### config.mk
export PLATFORM = sky130hd
export DESIGN_NAME = uart_send_controller
export DESIGN_NICKNAME = d
export VERILOG_FILES = /design/src/rtl/uart_send_controller.sv
export SDC_FILE = /design/constraint.sdc
export NUM_CORES = 1
export LEC_CHECK = 0
export ABC_CLOCK_PERIOD_IN_PS = 1700
export CAP_MARGIN = 5
export CORE_MARGIN = 4
export CORE_UTILIZATION = 45
export CTS_BUF_LIST = sky130_fd_sc_hd__clkbuf_8
export CTS_CLUSTER_DIAMETER = 150
export DETAILED_ROUTE_END_ITERATION = 8
export HOLD_SLACK_MARGIN = 0.15
export PLACE_DENSITY_LB_ADDON = 0.1
export SYNTH_ARGS = -nofsm -noshare
export SYNTH_HDL_FRONTEND = slang
export SYNTH_SLANG_ARGS = --single-unit
### constraint.sdc
create_clock -name clk -period 1.7 [get_ports clk]
set_input_delay 0.34 -clock clk [delete_from_list [all_inputs] [get_ports clk]]
set_output_delay 0.34 -clock clk [all_outputs]
set_load 0.02 [all_outputs]
### src/rtl/uart_send_controller.sv
// Front-panel send bridge: synchronises and debounces the send button, captures the
// slide switches as payload and runs a level start / busy handshake with the UART TX.
module uart_send_controller #(
  parameter int unsigned DEBOUNCE_CYCLES = 1_000_000,
  parameter int unsigned CNT_W           = 20
) (
  input  logic       clk,
  input  logic       rst_n,
  input  logic [7:0] sw,
  input  logic       btn_send,
  input  logic       tx_busy,
  output logic [7:0] tx_data,
  output logic       tx_start,
  output logic       tx_led,
  output logic [7:0] sent_count
);

  localparam logic [CNT_W-1:0] CNT_LAST = CNT_W'(DEBOUNCE_CYCLES - 32'd1);

  typedef enum logic [1:0] {
    ST_IDLE = 2'd0,
    ST_REQ  = 2'd1,
    ST_WAIT = 2'd2
  } state_t;

  logic [7:0]       sw_meta_r;
  logic [7:0]       sw_sync_r;
  logic             btn_meta_r;
  logic             btn_sync_r;
  logic             btn_db_r;
  logic             btn_db_q_r;
  logic [CNT_W-1:0] db_cnt_r;
  state_t           state_r;

  logic btn_differs_s;
  logic cnt_done_s;
  logic press_s;

  // Two-flop synchronisers for the asynchronous front-panel inputs
  always_ff @(posedge clk or negedge rst_n) begin
    if (!rst_n) begin
      sw_meta_r  <= 8'h00;
      sw_sync_r  <= 8'h00;
      btn_meta_r <= 1'b0;
      btn_sync_r <= 1'b0;
    end else begin
      sw_meta_r  <= sw;
      sw_sync_r  <= sw_meta_r;
      btn_meta_r <= btn_send;
      btn_sync_r <= btn_meta_r;
    end
  end

  // Debounce qualifiers and the single-cycle press strobe
  always_comb begin
    btn_differs_s = (btn_sync_r != btn_db_r);
    cnt_done_s    = (db_cnt_r == CNT_LAST);
    press_s       = btn_db_r & ~btn_db_q_r;
  end

  // Debouncer: the new level is accepted only after DEBOUNCE_CYCLES differing edges in a row
  always_ff @(posedge clk or negedge rst_n) begin
    if (!rst_n) begin
      btn_db_r   <= 1'b0;
      btn_db_q_r <= 1'b0;
      db_cnt_r   <= '0;
    end else begin
      btn_db_q_r <= btn_db_r;
      if (btn_differs_s) begin
        if (cnt_done_s) begin
          btn_db_r <= btn_sync_r;
          db_cnt_r <= '0;
        end else begin
          db_cnt_r <= db_cnt_r + CNT_W'(1);
        end
      end else begin
        db_cnt_r <= '0;
      end
    end
  end

  // Handshake FSM; presses seen outside IDLE are dropped, never queued
  always_ff @(posedge clk or negedge rst_n) begin
    if (!rst_n) begin
      state_r    <= ST_IDLE;
      tx_data    <= 8'h00;
      tx_start   <= 1'b0;
      tx_led     <= 1'b0;
      sent_count <= 8'h00;
    end else begin
      case (state_r)
        ST_IDLE: begin
          if (press_s) begin
            tx_data  <= sw_sync_r;
            tx_start <= 1'b1;
            tx_led   <= 1'b1;
            state_r  <= ST_REQ;
          end
        end
        ST_REQ: begin
          if (tx_busy) begin
            tx_start <= 1'b0;
            state_r  <= ST_WAIT;
          end
        end
        ST_WAIT: begin
          if (!tx_busy) begin
            tx_led     <= 1'b0;
            sent_count <= sent_count + 8'd1;
            state_r    <= ST_IDLE;
          end
        end
        default: begin
          tx_start <= 1'b0;
          tx_led   <= 1'b0;
          state_r  <= ST_IDLE;
        end
      endcase
    end
  end

endmodule

==> metrics.log, run 1 <==
[metrics] master of the slowest instance on the critical path: o31ai_4
[metrics] peak supply drop: 0.688 mV
[metrics] Top delay family on crit path: simple AND/OR/NAND/NOR gates
[metrics] Max Slew Vio Count: 0
[metrics] per-cell via count in the routed design: 5.08
[metrics] Clock Pin Slew Worst Setup and Hold Paths: about 0.070 ns
[metrics] result of the run: finished with violations
[metrics] Seq/Total Area, Yosys: between 60 and 70%
[metrics] Antenna Nets Post-Route: 0
[metrics] largest net degree at the start of global routing: 61
[metrics] total congestion overflow: 0
[metrics] number of antenna violations at the first check in global routing: 0
[metrics] setup ws final: -0.0454 ns
[metrics] worst-margin pin slew: just under 0.4 ns
[metrics] buffer type at the clock tree root: clkbuf_8
[metrics] proportion of total power due to net switching: 22.0%
[metrics] Setup violations, final: 7
[metrics] final RePlAce weighted congestion: 0.716
[metrics] Critical Path Max Stage Delay: 0.37 ns
[metrics] Switch Pwr: ~600 uW
[metrics] die extent in x: 79.7 um
[metrics] power per standard cell area: around 900 nW/um^2
[metrics] total number of clock tree sinks: 60
[metrics] number of top-level design ports: 30
[metrics] Clock Skew: around 0.0057 ns
[metrics] classification of the worst-slack hold path: reg -> reg
[metrics] number of nets in the finished design: ~260
[metrics] minimum setup slack among reg-to-reg paths: -0.05 ns
[metrics] antenna cells: 0
[metrics] row cnt: 25
[metrics] initial core utilization: 47.8%
[metrics] y dimension of the die: ~80 um
[metrics] share of layout cells above drive strength 1: 26.1%
[metrics] class of the most critical setup path: reg -> reg
[metrics] number of buffers and inverters on the critical path: 1
[metrics] post-synthesis instance total: 183
[metrics] sink of the worst hold path: sw_sync_r[2]
[metrics] HPWL Detailed: 3120 um
[metrics] total internal power: approximately 2200 uW
[metrics] clock share of power: a little over two fifths
[metrics] core area: 4850 um^2
[metrics] launching element type of the critical path: register
[metrics] count of yosys warnings during synthesis: 0
[metrics] Reg-to-Reg Start: db_cnt_r[0]
[metrics] maximum fanout along the worst path: 6
[metrics] total DRC errors in the routed layout: 0
[metrics] Netlist cell types: 30
[metrics] hold path depth: 0
[metrics] First-pass DRT Iterations: 5
[metrics] leakage power of the design: 0.00146 uW
[metrics] Post-Route WL: approximately 4500 um
[metrics] number of global-route vias before repair: 1710
[metrics] headroom to the max-slew limit: 74.1%
[metrics] number of buffers inserted by port buffering: 29
[metrics] latest clock arrival within the worst-skew pair: 0.33 ns
[metrics] cells along the critical path: ha_2 -> nand2_2 -> or2_2 -> o31ai_4 -> buf_4 -> a21oi_1
[metrics] TritonCTS Buffers: 9
[metrics] Net Count, Synth: 197
[metrics] number of synthesized register bits: 60
[metrics] setup TNS: -0.251 ns
[metrics] category of the worst setup path capture point: register
[metrics] Total Routing Usage GR: 16.4%
[metrics] Max Clk Rate: 0.573 GHz
[metrics] H-Tree Level Count: 3
[metrics] Crit path arrival time: between 1.5 and 2 ns
[metrics] Max-Cap Viols: 0
[metrics] share of total power in sequential cells: 52.7%
[metrics] reg-to-reg critical path endpoint: db_cnt_r[17]
[metrics] TritonCTS clock tree: yes
[metrics] vias: 1626
[metrics] total stage count of the critical path: 6
[metrics] Period Utilization, post-route: 103%
[metrics] Register-to-Register Path Depth: 6
[metrics] source of the worst hold timing path: sw_meta_r[2]
[metrics] Combinational Power Share: under 10%
[metrics] Clock Path Buffers: 2
[metrics] required time at the endpoint of the critical path: between 1.5 and 2 ns
[metrics] floorplan die area: 6360 um^2
[metrics] violations in the final reports: negative setup slack
[metrics] total chip power: 2800 uW
[metrics] total standard cell area after synthesis: 2320 um^2
[metrics] setup repair after global routing missed its margin: true
[metrics] growth of design area from synthesis to finish: 35.9%
[metrics] wire length per cell after detailed routing: around 14 um
[metrics] Post-Synthesis Mean Instance Area: 12.7 um^2
[metrics] DRC violation total after the first TritonRoute iteration: roughly 110
[metrics] wire length of the first global-routing pass: 7830 um
[metrics] clock period minus worst slack: 1.75 ns
[metrics] Hold Violations, Final: 0
-- routing by layer --
layer | share of wire, % | wire [um] | vias to the layer above | GRT usage, %
met5 | 0 | 0 | - | 0
met4 | 2.7 | 123 | 0 | 9.46
met3 | 5.2 | 237 | 11 | 4.85
met2 | 50 | 2270 | 51 | 26.5
met1 | 42 | 1920 | 798 | 19.6
li1 | - | - | 766 | -
-- placed cells by master (no fill, tap or decap), types with 2 or more instances in the layout --
master / Yosys / layout
buf_4: 0 / 25
xnor2_1: 16 / 16
dlymetal6s2s_1: 0 / 3
mux2_2: 10 / 10
nand2_1: 7 / 6
and4_1: 2 / 2
nand3_1: 8 / 8
clkdlybuf4s50_1: 0 / 21
inv_1: 6 / 7
clkinv_4: 0 / 2
nor4_1: 5 / 5
or3_1: 4 / 3
nor3_1: 3 / 2
o21ai_0: 5 / 5
or4_1: 3 / 2
nor2_1: 18 / 18
clkinv_2: 0 / 2
a21oi_1: 6 / 5
clkbuf_8: 0 / 9
nand4_1: 5 / 5
dfrtp_1: 60 / 60
xor2_1: 5 / 5
a21o_1: 2 / 2
or3_4: 1 / 2
dlygate4sd2_1: 0 / 4
o31ai_1: 4 / 3
buf_6: 0 / 2
-- final cells by class --
cell class,count,area (um^2)
inverter,6,22.5
fill,359,1700
sequential,60,1500
clock buffer,9,124
multi-input combinational,113,820
clock inverter,7,68.8
timing repair buffer,58,528
tap,67,83.8
-- cell families (layout without fill, tap and decap cells) --
logic type / after synthesis / count (layout) / share of synthesized area, %
DFF: 60 / 60 / 64.8
buffers and inverters: 10 / 80 / 1.78
adders and majority gates: 2 / 2 / 1.08
and+or+nand+nor: 62 / 62 / 14.9
muxes: 10 / 10 / 4.86
AOI/OAI and AO/OA: 18 / 18 / 4.65
xor gates and xnor gates: 21 / 21 / 7.94
-- metrics by stage --
| step | hold slack, ns | instances | setup WS (ns) | area, um^2 | utilization, % |
|---|---|---|---|---|---|
| 2_1_floorplan | 0.0444 | 183 | 0.0109 | 2320 | - |
| 3_3_place_gp | 0.333 | 299 | 0.0291 | 2880 | 59.3 |
| 3_5_place_dp | 0.335 | 299 | -0.0314 | 2880 | 59.3 |
| 4_1_cts | 0.351 | 318 | -0.0287 | 3100 | 63.9 |
| 5_1_grt | 0.358 | 320 | -0.115 | 3150 | 64.9 |
| 6_report | 0.348 | 320 | -0.0454 | 3150 | 64.9 |
-- state kept, by name, indices dropped and copies added, names as in the netlist --
signal and cells:
sw_sync_r 8, btn_db_r 1, tx_start 1, sw_meta_r 8, state_r 2, btn_sync_r 1, btn_db_q_r 1, db_cnt_r 20
tx_led 1, btn_meta_r 1, tx_data 8, sent_count 8
-- worst max path at each step --
| stage | start | end | slack (ns) |
|---|---|---|---|
| 6_report | db_cnt_r[0] | db_cnt_r[17] | -0.05 |
| 5_1_grt | db_cnt_r[0] | db_cnt_r[17] | -0.12 |
| 4_1_cts | db_cnt_r[0] | db_cnt_r[18] | -0.03 |
| 3_5_place_dp | db_cnt_r[0] | db_cnt_r[18] | -0.03 |
| 3_3_place_gp | db_cnt_r[1] | db_cnt_r[18] | 0.03 |
| 2_1_floorplan | db_cnt_r[0] | db_cnt_r[18] | 0.01 |
-- synth_stat cells --
master | n | share of area [%]
a21o_1 | 2 | 0.65
or3_4 | 1 | 0.49
or3_1 | 4 | 1.1
clkbuf_2 | 1 | 0.22
buf_2 | 2 | 0.43
nor4_1 | 5 | 1.4
inv_1 | 6 | 0.97
nand3_1 | 8 | 1.7
o31ai_1 | 4 | 1.3
or4_1 | 3 | 0.97
clkbuf_1 | 1 | 0.16
nor4b_1 | 1 | 0.38
and4_1 | 2 | 0.76
ha_1 | 2 | 1.1
or4b_1 | 1 | 0.43
mux2_2 | 10 | 4.9
nor3_1 | 3 | 0.65
o21a_1 | 1 | 0.32
nand3_4 | 1 | 0.76
nor3b_1 | 1 | 0.32
a21oi_1 | 6 | 1.3
xnor2_1 | 16 | 6.1
o21ai_0 | 5 | 1.1
dfrtp_1 | 60 | 65
and3_1 | 1 | 0.27
or2_2 | 1 | 0.27
nor2_1 | 18 | 2.9
nand2_1 | 7 | 1.1
nand4_1 | 5 | 1.4
xor2_1 | 5 | 1.9
-- power by group through the flow --
| stage | clock [uW] | sequential (uW) | combinational (uW) |
|---|---|---|---|
| after floorplan | 0 | 1510 | 24.6 |
| after global placement | 0 | 1500 | 110 |
| after detailed placement | 0 | 1500 | 115 |
| after CTS | 1240 | 1480 | 115 |
| after global routing | 1320 | 1480 | 132 |
| final | 1210 | 1480 | 117 |
-- timing repair --
item	in CTS	in global routing
setup buffers	2	1
hold buffers	1	0
hold endpoints to repair	60	0
pin swaps	3	0
resized for setup	7	10
setup endpoints to repair	7	24
gates cloned	0	1
No activity file was read; power rests on OpenSTA's default activity.
==> run 2: changes to the inputs <==
Settings changed: ABC_AREA set to 1.
==> metrics.log, run 2 <==
[metrics] result of the run: finished, final reports clean (was finished with violations)
[metrics] fraction of synthesis flops using an asynchronous set or reset pin: 100% (unchanged)
[metrics] core area: 5510 um^2 (was 4850 um^2)
[metrics] latest clock arrival within the worst-skew pair: 0.33 ns (about the same)
[metrics] headroom to the max-slew limit: 79.6% (was 74.1%)
[metrics] total congestion overflow: 0 (unchanged)
[metrics] wire length of the first global-routing pass: 8090 um (was 7830 um)
[metrics] clock period minus worst slack: 1.65 ns (was 1.75 ns)
[metrics] post-CTS setup repair buffer count: 0 (was 2)
[metrics] most numerous cell types in the synthesized netlist: dfrtp_1 (60), nand2_1 (44), nor2_1 (43) (was dfrtp_1 (60), nor2_1 (18), xnor2_1 (16))
[metrics] number of buffers inserted by port buffering: 29 (unchanged)
[metrics] share of layout cells above drive strength 1: 16.4% (was 26.1%)
[metrics] final RePlAce weighted congestion: 0.822 (was 0.716)
[metrics] wire length per cell after detailed routing: 12.1 um (was 14.2 um)
[metrics] worst-margin pin slew: 0.306 ns (was 0.385 ns)
[metrics] fill cell count: 506 (was 359)
[metrics] Post-Route WL: 4510 um (was 4550 um)
[metrics] launching element type of the critical path: register (unchanged)
[metrics] initial core utilization: 46.6% (was 47.8%)
[metrics] required time at the endpoint of the critical path: 1.36 ns (was 1.90 ns)
[metrics] total DRC errors in the routed layout: 0 (unchanged)
[metrics] row cnt: 27 (was 25)
[metrics] Critical Path Max Stage Delay: 0.61 ns (was 0.37 ns)
[metrics] Most flops, register: db_cnt_r (unchanged)
[metrics] category of the worst setup path capture point: output port (was register)
[metrics] number of synthesized register bits: 60 (unchanged)
[metrics] Top delay family on crit path: buffers and inverters (was simple AND/OR/NAND/NOR gates)
[metrics] vias: 1753 (was 1626)
[metrics] ranking of synthesized cells by area: dfrtp_1 (59%), nand2_1 (6.4%), nor2_1 (6.3%) (was dfrtp_1 (65%), xnor2_1 (6.1%), mux2_2 (4.9%))
[metrics] Seq/Total Area, Yosys: 58.6% (was 64.8%)
[metrics] Net Count, Synth: 266 (was 197)
[metrics] largest net degree at the start of global routing: 61 (unchanged)
[metrics] most frequently used cell type in the post-synthesis netlist: dfrtp_1 (unchanged)
[metrics] TritonCTS clock tree: yes (unchanged)
[metrics] max FFs per register: 20 (unchanged)
[metrics] number of antenna violations at the first check in global routing: 0 (unchanged)
[metrics] y dimension of the die: 83.5 um (was 79.7 um)
[metrics] DRC violation total after the first TritonRoute iteration: 87 (was 111)
[metrics] total standard cell area after synthesis: 2560 um^2 (was 2320 um^2)
[metrics] Setup violations, final: 0 (was 7)
[metrics] share of the synthesized area in the top cell type: 58.6% (was 64.8%)
[metrics] leakage power of the design: 0.00145 uW (was 0.00146 uW)
[metrics] setup TNS: 0 ns (was -0.251 ns)
[metrics] floorplan die area: 6970 um^2 (was 6360 um^2)
[metrics] dominant register cell in the synthesized netlist: dfrtp_1 (unchanged)
[metrics] per-cell via count in the routed design: 4.73 (was 5.08)
[metrics] number of flops mapped to enable cells by yosys: 0 (unchanged)
[metrics] Crit path arrival time: 1.31 ns (was 1.95 ns)
[metrics] number of top-level design ports: 30 (unchanged)
[metrics] count of yosys warnings during synthesis: 0 (unchanged)
[metrics] class of the most critical setup path: reg -> out (was reg -> reg)
[metrics] cells along the critical path: clkdlybuf4s50_1 (was ha_2 -> nand2_2 -> or2_2 -> o31ai_4 -> buf_4 -> a21oi_1)
[metrics] Antenna Nets Post-Route: 0 (unchanged)
[metrics] Max-Cap Viols: 0 (unchanged)
[metrics] top library cells by usage in the layout, fill and taps aside: dfrtp_1 (60), nand2_1 (44), nor2_1 (43) (was dfrtp_1 (60), buf_4 (25), clkdlybuf4s50_1 (21))
[metrics] growth of design area from synthesis to finish: 23.0% (was 35.9%)
[metrics] HPWL Detailed: 3140 um (was 3120 um)
[metrics] die extent in x: 83.5 um (was 79.7 um)
[metrics] Period Utilization, post-route: 96.8% (was 103%)
[metrics] maximum fanout along the worst path: 2 (was 6)
[metrics] Post-Synthesis Mean Instance Area: 10.2 um^2 (was 12.7 um^2)
[metrics] master of the slowest instance on the critical path: clkdlybuf4s50_1 (was o31ai_4)
[metrics] TritonCTS Buffers: 9 (unchanged)
[metrics] Clock Skew: 0.00808 ns (was 0.00566 ns)
[metrics] Clock Path Buffers: 2 (unchanged)
[metrics] Clock Pin Slew Worst Setup and Hold Paths: 0.07 ns (about the same)
[metrics] Hold Violations, Final: 0 (unchanged)
[metrics] total number of clock tree sinks: 60 (unchanged)
[metrics] peak supply drop: 0.535 mV (was 0.688 mV)
[metrics] antenna cells: 0 (unchanged)
[metrics] total chip power: 2820 uW (was 2800 uW)
[metrics] buffer type at the clock tree root: clkbuf_8 (unchanged)
[metrics] setup repair after global routing missed its margin: false (was true)
[metrics] First-pass DRT Iterations: 4 (was 5)
[metrics] most common library cell in the layout ignoring fill and taps: dfrtp_1 (unchanged)
[metrics] Netlist cell types: 26 (was 30)
[metrics] Max Clk Rate: 0.608 GHz (was 0.573 GHz)
[metrics] number of buffers and inverters on the critical path: 1 (unchanged)
[metrics] Total Routing Usage GR: 14.5% (was 16.4%)
[metrics] classification of the worst-slack hold path: reg -> reg (unchanged)
[metrics] cell taking the most area after synthesis: dfrtp_1 (unchanged)
[metrics] number of nets in the finished design: 309 (was 262)
[metrics] power per standard cell area: 894 nW/um^2 (was 889 nW/um^2)
[metrics] post-synthesis instance total: 252 (was 183)
[metrics] H-Tree Level Count: 3 (unchanged)
[metrics] Max Slew Vio Count: 0 (unchanged)
[metrics] number of global-route vias before repair: 1827 (was 1710)
==> run 2: cells by family (layout without fill, tap and decap cells) <==
family	Yosys count	after routing	synth area share, %
compound gates	13	13	2.64
xor+xnor	17	17	6.10
fa+ha+maj	2	2	0.976
buf+inv	22	69	3.22
flops	60	60	58.6
mux	8	8	3.51
simple gates	130	130	25.0
==> run 2: metal layers <==
metal	track usage, %	wire length [um]
met1	19.6	2220
met2	21.2	1970
met3	4.24	207
met4	7.75	102
met5	0	0
==> run 2: power breakdown <==
| group | internal [uW] | switching, uW | leakage [uW] |
|---|---|---|---|
| sequential | 1470 | 21.3 | 0.000789 |
| clock | 657 | 539 | 0.000100 |
| combinational | 57.8 | 77.8 | 0.000566 |
| total | 2180 | 638 | 0.00145 |
==> run 2: area by class of cell <==
class	count	area (um^2)	share of cell area, %
multi-input cells	170	980	31.1
flip-flops and latches	60	1500	47.6
clock inverters	6	57.6	1.82
inverters	22	82.6	2.62
repair buffers	32	319	10.1
well taps	72	90.1	2.86
clock buffers	9	124	3.93
==> run 2: through the flow <==
step / setup WS, ns / utilization (%) / area (um^2) / hold slack, ns / cells
floorplan: 0.431 / - / 2560 / 0.0444 / 252
global placement: 0.247 / 53.9 / 2970 / 0.331 / 355
detailed placement: 0.218 / 53.9 / 2970 / 0.336 / 355
CTS: 0.00416 / 57.2 / 3150 / 0.350 / 371
global route: 0.00389 / 57.3 / 3150 / 0.361 / 371
finish: 0.0540 / 57.3 / 3150 / 0.347 / 371
==> run 2: final timing paths <==
path,from,end,slack (ns),cells past startpoint
max,tx_data[0],tx_data[0],0.05,1
min,sw_meta_r[0],sw_sync_r[0],0.35,0
max reg2reg,db_cnt_r[0],db_cnt_r[5],0.24,6
min reg2reg,sw_meta_r[0],sw_sync_r[0],0.35,0
max in group asynchronous,rst_n,sw_sync_r[1],0.91,3
min in group asynchronous,rst_n,db_cnt_r[15],0.53,3
==> run 2: what timing repair did <==
item,in CTS,in global routing
gates resized for setup,7,2
endpoints found under the hold margin,60,0
setup endpoints to repair,7,2
cloned,0,0
hold buffers,1,0
==> edit 1 (flow settings as in run 2) <==
The parameter `CNT_W` goes from 20 to 22.
--- a/src/rtl/uart_send_controller.sv
+++ b/src/rtl/uart_send_controller.sv
@@ -3,5 +3,5 @@
 module uart_send_controller #(
   parameter int unsigned DEBOUNCE_CYCLES = 1_000_000,
-  parameter int unsigned CNT_W           = 20
+  parameter int unsigned CNT_W           = 22
 ) (
   input  logic       clk,
Behaviour: same outputs for any inputs over 10 cycles, from zero or initial values and one cycle with rst_n low; that may be too few to reach the edited logic, so the function may still have changed.
==> edit 1 against run 2 <==
- worst setup slack better by 17 ps
- design area up 5.0%
- count of clock-buffer cells in the layout up 1
- sequential cell count up 2
- via count up 5.6%
- critical path depth unchanged
- wire length up 7.6%
- global-route usage up 0.95 points
- synthesized area up 4.7%
- synthesized cell count up 11%
- power up 5.2%
- non-clock buffer count up 1
- sequential share of layout area down 0.75 points
- sequential power up 3%
- critical path type unchanged
- largest cell class unchanged
- highest routed layer unchanged
==> edit 1: results (changes against run 2) <==
- Status: complete, no violations
- Area fraction in compound gates after synthesis: 1.678% (-0.96 points)
- Max_slew headroom: 69.41% (-10 points)
- First-pass GRT wire length: 8.569 mm (+6.0%)
- Clock Skew: 6.368 ps (-1.710 ps)
- Most frequent cells after synthesis: dfrtp_1 (62), nor2_1 (52), nand2_1 (49)
- Synth unique cells: 23 (-12%)
- Multiplexer share of the synthesized area: 3.357% (-0.16 points)
- GR Layer Usage met2: 23.16% (+2.0 points)
- P_leak: 1.672 nW (+15%)
- Tot GR Track Use: 15.50% (+0.95 points)
- HPWL Detailed: 3.486 mm (+11%)
- Dpl ws: 129.8 ps (-88.04 ps)
- Net Count, Synth: 293 (+10%)
- Iteration-0 DRC count of the detailed router: 71 (-18%)
- Placed cell count: 382 (+7.6%)
- Synth Instances: 279 (+11%)
- Pin count of the biggest net entering global routing: 46 (-25%)
- Main area contributors after synthesis: dfrtp_1 (58%), nor2_1 (7.3%), nand2_1 (6.9%), inv_1 (4.2%), nand3_1 (3.7%)
- GRT met1 Usage: 19.68% (+0.085 points)
- CP arrival: 1290 ps (-20 ps)
- Final non-filler cell total: 399 (+7.5%)
- Fillers: 520 (+2.8%)
- # nets final: 336 (+8.7%)
- Gpl congestion: 0.8167 (-0.67%)
- Max reg flops: 22 (+10%)
## edit 1: area by class of cell
class	count	area share [%]
Tap cell	72	2.720
Clock inverter	6	2.078
Timing Repair Buffer	33	10.16
Multi-Input combinational cell	186	30.64
Inverter	30	3.400
Sequential cell	62	46.85
Clock buffer	10	4.156
## edit 1: routing by layer
metal | up-vias | wire (microns)
met5 | - | 0
met4 | 0 | 52
met3 | 5 | 306
met2 | 39 | 2158
met1 | 851 | 2330
li1 | 957 | -
## edit 1: kinds of logic (layout without fill, tap and decap cells)
kind of cell,count (synthesis),in the layout
and+or+nand+nor,150,150
DFF,62,62
buffers and inverters,31,79
xor gates and xnor gates,17,17
AOI/OAI and AO/OA,9,9
muxes,8,8
adders and majority gates,2,2
## edit 1: path summary, 6_finish.rpt
kind	start	end	slack, ps	depth (start not counted)
worst max-delay path	tx_start	tx_start	70	1
worst min-delay path	sw_meta_r[1]	sw_sync_r[1]	350	0
worst max register to register	db_cnt_r[0]	db_cnt_r[17]	240	7
worst min register to register	sw_meta_r[1]	sw_sync_r[1]	350	0
max in group asynchronous	rst_n	db_cnt_r[2]	660	3
min in group asynchronous	rst_n	sent_count[7]	470	2
## edit 1: repair_timing
action	CTS	global route
hold buffers	1	0
endpoints found under the setup margin	7	6
gates resized for setup	7	6
hold endpoints to repair	17	0
## edit 1: where the power goes
part           leakage, nW  total (mW)  internal, mW  switching (mW)
sequential           0.819        1.53          1.51          0.0179
clock                0.103        1.31         0.723           0.590
combinational        0.751       0.123        0.0537          0.0696
total                 1.67        2.97          2.29           0.678
==> edit 2 (config.mk and constraints of run 2) <==
Made on the original files. The 3 states of `state_t` get a one-hot encoding in 3 bits.
--- a/src/rtl/uart_send_controller.sv
+++ b/src/rtl/uart_send_controller.sv
@@ -18,8 +18,8 @@
   localparam logic [CNT_W-1:0] CNT_LAST = CNT_W'(DEBOUNCE_CYCLES - 32'd1);
 
-  typedef enum logic [1:0] {
-    ST_IDLE = 2'd0,
-    ST_REQ  = 2'd1,
-    ST_WAIT = 2'd2
+  typedef enum logic [2:0] {
+    ST_IDLE = 3'b001,
+    ST_REQ  = 3'b010,
+    ST_WAIT = 3'b100
   } state_t;
 
Behaviour: no difference found for any inputs over 10 cycles, from zero or initial values and one cycle with rst_n low; not proved beyond that.
==> edit 2 against run 2 <==
- first-iteration DRC count fell by 2.3%
- clock power rose by 20%
- non-clock buffer count rose by 1
- sequential cell count rose by 1
- via count rose by 9.4%
- register-to-register slack improved by 40 ps
- sequential share of layout area fell by 0.96 points
- worst setup slack improved by 5.0 ps
- design area rose by 3.8%
- power rose by 6.9%
- synthesized area rose by 3.3%
- sequential power barely moved
- global-route usage rose by 0.97 points
- wire length rose by 9.3%
==> edit 2: results (changes against run 2) <==
- Iteration-0 DRC count of the detailed router: 85 (-2.3%)
- Avg Cell Area, Syn: 9.225 sq um (-9.3%)
- First-pass GRT wire length: 8.742 mm (+8.1%)
- Seq/Total Area, Yosys: 57.70% (-0.86 points)
- Vias/cell: 4.724 (about the same)
- Worst IR Drop VDD: 0.6110 mV (+14%)
- Synth unique cells: 27 (+3.8%)
- HPWL Detailed: 3.548 mm (+13%)
- Gpl congestion: 0.8381 (+1.9%)
- Final wirelength: 4.926 mm (+9.3%)
- Clock Skew: 10.79 ps (+2.710 ps)
- Status: complete, no violations
- Post-Synth Adder-Cell Area: 0.9452% (-0.031 points)
- Max_slew headroom: 72.17% (-7.5 points)
- Hold EP: sw_sync_r[5]
- Placed cell count: 389 (+9.6%)
- Area fraction in compound gates after synthesis: 2.079% (-0.56 points)
- Tot GR Track Use: 15.52% (+0.97 points)
- FF-to-FF End: db_cnt_r[18]
- Multiplexer share of the synthesized area: 0% (-3.5 points)
- Number of global-route vias before repair: 1911 (+4.6%)
- Pin count of the biggest net entering global routing: 62 (+1.6%)
- Most frequent cells after synthesis: nand2_1 (69), dfrtp_1 (60), nor2_1 (49)
- Post-Synth XOR/XNOR Area: 5.907% (-0.19 points)
- Net Count, Synth: 301 (+13%)
- Hold_sp: sw_meta_r[5]
## edit 2: changes by cell type after synthesis, sizes merged, moves of 3 or more
cell   delta
nor2      +3
a21oi     -3
xnor2     -3
xor2      +3
nand3    +13
inv       +4
nand2    +23
mux2      -8
## edit 2: logic make-up after synthesis
kind of cell | after synthesis
flops | 61
fa+ha+maj | 2
simple gates | 168
buf+inv | 29
compound gates | 10
xor+xnor | 17
## edit 2: worst max path at each step
stage                  startpoint       endpoint  slack, ps  cells after the start
finish                 tx_data[4]     tx_data[4]         60                      1
global route           tx_data[4]     tx_data[4]        0.9                      1
CTS                 sent_count[7]  sent_count[7]          7                      1
detailed placement        tx_busy  sent_count[5]        210                      6
global placement          tx_busy  sent_count[5]        240                      6
floorplan             db_cnt_r[0]   db_cnt_r[18]        420                      6
## edit 2: repair_timing
action | in CTS | in global routing
resized for setup | 7 | 4
hold buffers | 1 | 0
hold endpoints to repair | 60 | 0
setup endpoints to repair | 7 | 4
## edit 2: cell type report
class                           instances  area [sq um]
Multi-Input combinational cell        197         999.7
Clock inverter                          5         73.82
Tap cell                               72         90.09
Inverter                               27         101.3
Timing Repair Buffer                   33         331.6
Fill cell                             537          2332
Sequential cell                        61          1528
Clock buffer                           11         151.4
## edit 2: power groups by stage
stage / clock network, mW / registers, mW / logic [mW]
after floorplan: 0 / 1.52 / 0.0228
after global placement: 0 / 1.52 / 0.0843
after detailed placement: 0 / 1.52 / 0.0847
after CTS: 1.48 / 1.49 / 0.0868
after global routing: 1.55 / 1.49 / 0.0958
final: 1.44 / 1.49 / 0.0831
## edit 2: per-layer routing
metal	part of all wire, %	global-route usage, %	wire length (microns)	vias up
met3	4.4	5.201	219	7
met4	1.9	7.338	95	0
met1	48	20.63	2364	907
met5	0	0	0	-
li1	-	-	-	976
met2	46	22.85	2247	28
